### src/rtl/period_counter.sv
// Measures the spacing between two consecutive rising edges of si in whole
// milliseconds, saturating at 9999 ms with an overflow flag.
module period_counter #(
    parameter int CLK_FREQ_HZ = 100_000_000
) (
    input  logic        clk,
    input  logic        reset,
    input  logic        start,
    input  logic        si,
    output logic        ready,
    output logic        done_tick,
    output logic [13:0] period,
    output logic        overflow
);

    // state      | meaning
    // S_IDLE     | waiting for start, ready high
    // S_WAIT     | armed, waiting for the first si rising edge
    // S_COUNT    | timing until the second edge or the 10000 ms limit
    // S_DONE     | result registered, done_tick high for one cycle
    localparam logic [1:0] S_IDLE  = 2'd0;
    localparam logic [1:0] S_WAIT  = 2'd1;
    localparam logic [1:0] S_COUNT = 2'd2;
    localparam logic [1:0] S_DONE  = 2'd3;

    localparam int TICKS = CLK_FREQ_HZ / 1000;
    localparam int TW    = (TICKS > 1) ? $clog2(TICKS) : 1;
    localparam logic [TW-1:0] TICK_MAX  = TW'(TICKS - 1);
    localparam logic [13:0]   MS_LIMIT  = 14'd10000;
    localparam logic [13:0]   MS_SATVAL = 14'd9999;

    logic          meta_q, sync_q, sync_dly_q, edge_q;
    logic [1:0]    state_q, state_d;
    logic [TW-1:0] tick_q, tick_d, tick_n;
    logic [13:0]   ms_q, ms_d, ms_n;
    logic [13:0]   period_q, period_d;
    logic          overflow_q, overflow_d;

    // Synchronizer plus registered edge detect: 3 clocks from si to edge_q.
    always_ff @(posedge clk or posedge reset) begin
        if (reset) begin
            meta_q     <= 1'b0;
            sync_q     <= 1'b0;
            sync_dly_q <= 1'b0;
            edge_q     <= 1'b0;
        end else begin
            meta_q     <= si;
            sync_q     <= meta_q;
            sync_dly_q <= sync_q;
            edge_q     <= sync_q & ~sync_dly_q;
        end
    end

    // tick_n/ms_n include the current cycle, so at the second edge ms_n is
    // floor(D / TICKS) where D is the clock spacing between detected edges.
    always_comb begin
        tick_n = tick_q;
        ms_n   = ms_q;
        if (tick_q == TICK_MAX) begin
            tick_n = '0;
            ms_n   = ms_q + 14'd1;
        end else begin
            tick_n = tick_q + 1'b1;
        end
    end

    always_comb begin
        state_d    = state_q;
        tick_d     = tick_q;
        ms_d       = ms_q;
        period_d   = period_q;
        overflow_d = overflow_q;
        case (state_q)
            S_IDLE: begin
                if (start) state_d = S_WAIT;
            end
            S_WAIT: begin
                if (edge_q) begin
                    tick_d  = '0;
                    ms_d    = '0;
                    state_d = S_COUNT;
                end
            end
            S_COUNT: begin
                tick_d = tick_n;
                ms_d   = ms_n;
                // The limit wins over a coincident edge.
                if (ms_n == MS_LIMIT) begin
                    period_d   = MS_SATVAL;
                    overflow_d = 1'b1;
                    state_d    = S_DONE;
                end else if (edge_q) begin
                    period_d   = ms_n;
                    overflow_d = 1'b0;
                    state_d    = S_DONE;
                end
            end
            S_DONE: begin
                state_d = S_IDLE;
            end
            default: begin
                state_d = S_IDLE;
            end
        endcase
    end

    always_ff @(posedge clk or posedge reset) begin
        if (reset) begin
            state_q    <= S_IDLE;
            tick_q     <= '0;
            ms_q       <= '0;
            period_q   <= '0;
            overflow_q <= 1'b0;
        end else begin
            state_q    <= state_d;
            tick_q     <= tick_d;
            ms_q       <= ms_d;
            period_q   <= period_d;
            overflow_q <= overflow_d;
        end
    end

    assign ready     = (state_q == S_IDLE);
    assign done_tick = (state_q == S_DONE);
    assign period    = period_q;
    assign overflow  = overflow_q;

endmodule

### config.mk
export PLATFORM = sky130hd
export DESIGN_NAME = period_counter
export DESIGN_NICKNAME = d
export VERILOG_FILES = /design/src/rtl/period_counter.sv
export SDC_FILE = /design/constraint.sdc
export NUM_CORES = 1
export LEC_CHECK = 0
export ABC_CLOCK_PERIOD_IN_PS = 7350
export BUFFER_PORTS_ARGS = -buffer_cell sky130_fd_sc_hd__buf_2
export CELL_PAD_IN_SITES_DETAIL_PLACEMENT = 1
export CELL_PAD_IN_SITES_GLOBAL_PLACEMENT = 1
export CORE_MARGIN = 2
export CORE_UTILIZATION = 25
export CTS_BUF_LIST = sky130_fd_sc_hd__clkbuf_16
export DETAILED_ROUTE_END_ITERATION = 12
export GPL_TIMING_DRIVEN = 0
export PLACE_DENSITY_LB_ADDON = 0.2
export SYNTH_ARGS = -nofsm -noshare
export SYNTH_HDL_FRONTEND = slang
export SYNTH_SLANG_ARGS = --single-unit
### constraint.sdc
create_clock -name clk -period 7.35 [get_ports clk]
set_input_delay 0.735 -clock clk [delete_from_list [all_inputs] [get_ports clk]]
set_output_delay 0.735 -clock clk [all_outputs]
set_load 0.01 [all_outputs]
==> results.yml, run 1 <==
setup_path:
  worstPathRequired_ns: 7.53
  rrSetupSlack_ns: 3.84
  crit_slowest_cell: "or4_4"
  criticalPathCategory: "flip-flop to flip-flop"
  path_common_cell: "or4_4"
  path_cells: "ha_1, clkbuf_1, nand4_1, or4_4, o21ai_1, o211ai_2, or4_4, o31ai_4, buf_6, mux2_4"
  cp-start-kind: "flip-flop"
  slowest_delay_ns: 0.53
  cp_max_fo: 10
  crit_arrival_ns: 3.69
  worst_setup_path_end_kind: "flip-flop"
grt:
  grt_usage: 0.132
  grt_pass1_vias: 2496
  grt_pass1_wl_mm: 13.3
  grt_overflow_total: 0
  grt_max_degree: 28
  antenna_found_initial: 0
cts:
  cts-resized-gates: 0
  cts_max_level: 2
  cts_inserted_buffers: 5
  cts_tree: "done"
  cts_root_buffer: "clkbuf_16"
  clk-insertion-delay-late_ns: 0.30
  path_clk_slew_ns: 0.07
  clkSinkCount: 52
  cts_setup_buffers: 0
  cts.path.max_buffers: 2
  hold_buffers: 0
floorplanning:
  die_h_um: 114
  die-area_um2: 13000
  pin_count: 21
  num_rows: 40
  core_area_um2: 11900
  start_util: 0.254
  die_x_um: 114
synthesis:
  yosys.area_share.simple: 0.237
  ys_types: 65
  syn_inst: 314
  synth_edf_count: 0
  synthFlopType: "dfrtp_1"
  netlist_area_um2: 3030
  synth_fa_ha_area_frac: 0.0248
  ys_async_sr_fraction: 1.00
  synth_compound_area_frac: 0.159
  synth.yosys.seq_area_share: 0.430
  ys_ff_latch: 52
  ys_warn_count: 0
  synth_xor_area_frac: 0.0666
  synth_top_family_by_area: "simple AND/OR/NAND/NOR gates"
  syn-num-nets: 324
  synth.avg_cell_area_um2: 9.64
  muxShareOfSynthArea: 0.0314
timing:
  rsz0062_at_grt: "no"
  fin_crit_sh: 0.478
  maxSlewViolCount: 0
  worstMarginPinSlew_ns: 0.839
  fmax_mhz: 285
  min_period_ns: 3.51
  slew_headroom: 0.437
  skew_ns: 0.00517
  tns_ns: 0
  hold_ws_ns: 0.347
  hold_violations: 0
  setup_viol: 0
  setup_ws_ns: 3.84
place:
  portBuffers: 20
  dpl_cell_area_um2: 3330
  detailedPlace.worstSlack_ns: 3.86
  dp_hpwl_mm: 5.97
  globalplace.congestion: 0.829
  placed_cells: 482
routing:
  postRouteAntennaNets: 0
  dr.pass1.iters: 4
  remaining_drc_errors: 0
  wl_per_cell_um: 16.3
  avgViaCountPerCell: 4.95
  drt_wl_total_mm: 8.00
  vias: 2426
  initialDrtViolationCount: 67
finish:
  fin_nets: 352
  area_delta_synth_final_pct: 15.5
  fillCellCount: 1421
  diodes: 0
  final-instance-count-excl-fill: 490
  layout-drive-gt1-share: 0.201
  final_cell_area_um2: 3490
run_status:
  status: "complete, no violations"
min_path:
  hold_path.class: "flip-flop to flip-flop"
power:
  p_per_area_nw_per_um2: 263
  vdd_drop_max_mv: 0.111
  p_leak_nw: 1.44
flow_run:
  max-cap-violations: 0
[final cells by class]
class	count	area [µm²]	share of cell area
clock buffers	5	125	0.0358
plain buffers	16	116	0.0333
repair buffers	21	120	0.0344
multi-input cells	236	1570	0.449
clock inverters	3	38.8	0.0111
inverters	10	37.5	0.0107
flip-flops and latches	52	1300	0.372
well taps	147	184	0.0527
[synth_stat cells (3+ instances only)]
master / count / area share
nand2_1: 36 / 0.045
nand4b_1: 3 / 0.0087
xor2_1: 10 / 0.029
mux2_2: 4 / 0.015
buf_2: 3 / 0.0050
o21ai_0: 16 / 0.026
nand4_1: 9 / 0.019
xnor2_1: 13 / 0.038
o32a_2: 3 / 0.011
clkbuf_1: 6 / 0.0074
a31oi_1: 4 / 0.0083
nand3_1: 13 / 0.022
nor3_1: 4 / 0.0066
nor2_1: 30 / 0.037
or3_1: 4 / 0.0083
ha_1: 6 / 0.025
nand2b_1: 5 / 0.010
a21oi_1: 10 / 0.017
a22o_1: 3 / 0.0087
a21o_1: 3 / 0.0074
o31ai_1: 6 / 0.015
clkbuf_8: 3 / 0.014
dfrtp_1: 52 / 0.43
inv_1: 10 / 0.012
[report_power, final]
part	internal, mW	leakage (nW)	switching (mW)
Clock	0.159	0.0850	0.108
Sequential	0.322	0.696	0.0263
Combinational	0.112	0.662	0.193
[metal layers]
layer	up-vias	wire, µm	GRT usage
li1	1177	-	-
met1	1216	4000	0.183
met2	25	3710	0.211
met3	8	196	0.0255
met4	0	91	0.0341
met5	-	0	0
[state kept, by name, summed over array words and instances (netlist names)]
signal      flops
tick_q         17
ms_q           14
period         14
state_q         2
edge_q          1
meta_q          1
overflow        1
sync_dly_q      1
sync_q          1
[final timing paths]
check | startpoint | endpoint | cells past startpoint
worst max-delay path | ms_q[1] | period[5] | 10
worst min-delay path | meta_q | sync_q | 0
worst max register to register | ms_q[1] | period[5] | 10
worst min register to register | meta_q | sync_q | 0
max in group asynchronous | reset | ms_q[11] | 3
min in group asynchronous | reset | ms_q[2] | 2
[cell usage in the layout, fill, tap and decap left out, drive strengths merged, types with 2 or more instances in the layout]
cell	instances
a22o	3
nand4b	3
buf	28
and4	2
o32a	3
xnor2	13
nand2b	5
or4	3
mux2i	2
a21oi	10
a2bb2oi	4
mux2	6
o211ai	3
or2	2
nor3	4
nand2	37
clkbuf	14
dfrtp	52
a31oi	4
nand4	9
and2	2
o31ai	7
o22ai	2
nor2	32
or3	5
ha	6
nor4	4
xor2	10
inv	11
and3	4
nor2b	2
a21o	3
nand3	14
o21ai	18
[worst max-delay path, delay by kind of cell, from the launching register on]
kind | cells | cell delay, ns
AOI/OAI and AO/OA | 3 | 0.74
adders and majority gates | 1 | 0.18
buffers and inverters | 2 | 0.52
DFF | 1 | 0.44
muxes | 1 | 0.30
and+or+nand+nor | 3 | 1.20
[cells by family after synthesis]
family | after synthesis
multiplexers | 8
buffers and inverters | 26
AO/OA/AOI/OAI | 66
XOR/XNOR | 23
AND/OR/NAND/NOR | 133
flip-flops | 52
adder cells (fa/ha/maj) | 6
[stage by stage]
stage	util	power, mW
2_1_floorplan	-	0.556
3_3_place_gp	0.278	0.662
3_5_place_dp	0.280	0.668
4_1_cts	0.293	0.943
5_1_grt	0.293	0.988
6_report	0.293	0.920
Note: power is estimated with default switching activity, not from simulation.
==> run 2, diff against run 1 <==
--- a/config.mk
+++ b/config.mk
@@ -5,7 +5,8 @@
 export SDC_FILE = /design/constraint.sdc
 export NUM_CORES = 1
 export LEC_CHECK = 0
-export ABC_CLOCK_PERIOD_IN_PS = 7350
+export ABC_AREA = 1
+export ABC_CLOCK_PERIOD_IN_PS = 3100
 export BUFFER_PORTS_ARGS = -buffer_cell sky130_fd_sc_hd__buf_2
 export CELL_PAD_IN_SITES_DETAIL_PLACEMENT = 1
 export CELL_PAD_IN_SITES_GLOBAL_PLACEMENT = 1
==> constraint.sdc (replaced) <==
create_clock -name clk -period 3.1 [get_ports clk]
set_input_delay 0.31 -clock clk [delete_from_list [all_inputs] [get_ports clk]]
set_output_delay 0.31 -clock clk [all_outputs]
set_load 0.01 [all_outputs]
==> run 2 against run 1 <==
Compared with the run above:
- core utilization increased by 0.099 points
- wire length increased by 7.0%
- critical path depth decreased by 2
- highest routed layer unchanged
- largest cell class unchanged
- sequential power increased by 110%
- area after synthesis increased by 1.9%
==> results.yml, run 2 <==
routing:
  initialDrtViolationCount: 101
  avgViaCountPerCell: 4.73
  drt_wl_total_mm: 8.55
  dr.pass1.iters: 4
  vias: 2717
  wl_per_cell_um: 14.9
  remaining_drc_errors: 0
  postRouteAntennaNets: 0
timing:
  min_period_ns: 2.62
  hold_ws_ns: 0.0224
  skew_ns: 0.00797
  hold_violations: 0
  rsz0062_at_grt: "no"
  setup_ws_ns: 0.483
  tns_ns: 0
  maxSlewViolCount: 0
  fin_crit_sh: 0.844
  setup_viol: 0
  fmax_mhz: 382
  worstMarginPinSlew_ns: 0.565
  slew_headroom: 0.623
place:
  globalplace.congestion: 0.752
  placed_cells: 566
  dp_hpwl_mm: 6.49
  detailedPlace.worstSlack_ns: 0.406
  dpl_cell_area_um2: 3390
  portBuffers: 20
power:
  pwr-share-clk: 0.322
  p_leak_nw: 1.58
  p_per_area_nw_per_um2: 513
  vdd_drop_max_mv: 0.422
  combPwrFrac: 0.271
  p_total_mw: 1.81
  netSwitchingFraction: 0.369
  power_frac_seq: 0.407
  p_int_mw: 1.14
  switchingPower_mw: 0.670
cts:
  cts_max_level: 2
  path_clk_slew_ns: 0.07
  clkSinkCount: 52
  hold_buffers: 0
  clk-insertion-delay-late_ns: 0.30
  cts_inserted_buffers: 5
  cts.path.max_buffers: 2
  cts_tree: "done"
  cts-resized-gates: 0
  cts_root_buffer: "clkbuf_16"
  cts_setup_buffers: 0
grt:
  antenna_found_initial: 0
  grt_usage: 0.143
  grt_overflow_total: 0
  grt_pass1_vias: 2916
  met1_usage: 0.190
  grt_use_met2: 0.237
  grt_pass1_wl_mm: 14.8
  grt_max_degree: 35
  grt.busiest_layer: "met2"
  gr-usage-met3: 0.0264
run_status:
  status: "complete, no violations"
synthesis:
  synth_edf_count: 0
  syn_inst: 398
  synth_most_common_cell: "nand2_1"
  ys_ff_latch: 52
  synthTopCellsByArea: "dfrtp_1 42%, nand2_1 12%, nor2_1 5.1%"
  ys_types: 31
  synthFlopType: "dfrtp_1"
  ys_warn_count: 0
  yosys.area.top_type: "dfrtp_1"
  synth.yosys.seq_area_share: 0.422
  synth_common_cells: "99 x nand2_1, 52 x dfrtp_1, 42 x nor2_1"
  synth.avg_cell_area_um2: 7.75
  synth_top_area_frac: 0.422
  syn-num-nets: 408
  ys_async_sr_fraction: 1.00
  netlist_area_um2: 3080
setup_path:
  worst_setup_path_end_kind: "flip-flop"
  slowest_delay_ns: 0.42
  criticalPathCategory: "flip-flop to flip-flop"
  path_cells: "inv_1, ha_1, buf_6, o21ai_0, clkbuf_1, inv_1, clkbuf_1, o22ai_1"
  cp_max_fo: 10
  crit_family: "buffers and inverters"
  crit_slowest_cell: "clkbuf_1"
  worstPathRequired_ns: 3.31
  crit_arrival_ns: 2.83
  crit_buf_inv: 5
  cp-start-kind: "flip-flop"
finish:
  area_delta_synth_final_pct: 14.6
  top_register: "tick_q"
  diodes: 0
  final_cell_area_um2: 3530
  fin_nets: 436
  finish.utilization: 0.294
  multi_input_area_um2: 1540
  final-instance-count-excl-fill: 574
  mostFrequentLayoutCells: "99 x nand2_1, 52 x dfrtp_1, 42 x nor2_1"
  largest_reg_flops: 17
  fillCellCount: 1510
  ff_latch_area_um2: 1300
  final_common_cell: "nand2_1"
  layout-drive-gt1-share: 0.208
floorplanning:
  start_util: 0.257
  core_area_um2: 12000
  pin_count: 21
  die-area_um2: 13200
  num_rows: 40
  die_x_um: 115
  die_h_um: 115
flow_run:
  max-cap-violations: 0
min_path:
  hold_path.class: "primary input to asynchronous set/reset pin"
-- run 2: changes by cell type in the layout (fill, tap and decap cells not counted), moves of 12 or more --
cell | before | now
nand2_1 | 36 | 99
inv_1 | 10 | 38
nand2_2 | 1 | 19
nand3_1 | 13 | 30
nor2_1 | 30 | 42
o21ai_2 | 0 | 12
xnor2_1 | 13 | 1
-- run 2: power groups by stage --
stage               registers (mW)  clock network, mW  logic [mW]
global route                 0.744              0.634       0.567
global placement             0.752                  0       0.499
CTS                          0.739              0.611       0.512
floorplan                    0.746                  0       0.337
detailed placement           0.752                  0       0.510
finish                       0.738              0.584       0.492
-- run 2: final cells by class --
cell class	count	area share
plain buffers	10	0.0219
multi-input cells	293	0.437
clock inverters	3	0.00602
inverters	43	0.0457
well taps	147	0.0520
flip-flops and latches	52	0.368
clock buffers	5	0.0354
repair buffers	21	0.0340
-- run 2: final timing paths --
kind,from,end,slack [ns],cells past startpoint
max in group asynchronous,reset,ms_q[1],2.53,3
min in group clk,si,meta_q,0.11,1
setup / recovery,state_q[0],ms_q[12],0.48,8
hold / removal,reset,tick_q[8],0.02,2
setup reg to reg,state_q[0],ms_q[12],0.48,8
hold reg to reg,meta_q,sync_q,0.36,0
-- run 2: cell families after synthesis --
group,share of synthesized area
and+or+nand+nor,0.351
DFF,0.422
AOI/OAI and AO/OA,0.0998
adders and majority gates,0.0243
buffers and inverters,0.0775
xor gates and xnor gates,0.0256
-- run 2: layer usage --
metal | vias to the layer above | wire length, µm
met5 | - | 0
met4 | 0 | 163
met3 | 12 | 185
met2 | 30 | 4010
met1 | 1325 | 4190
li1 | 1350 | -
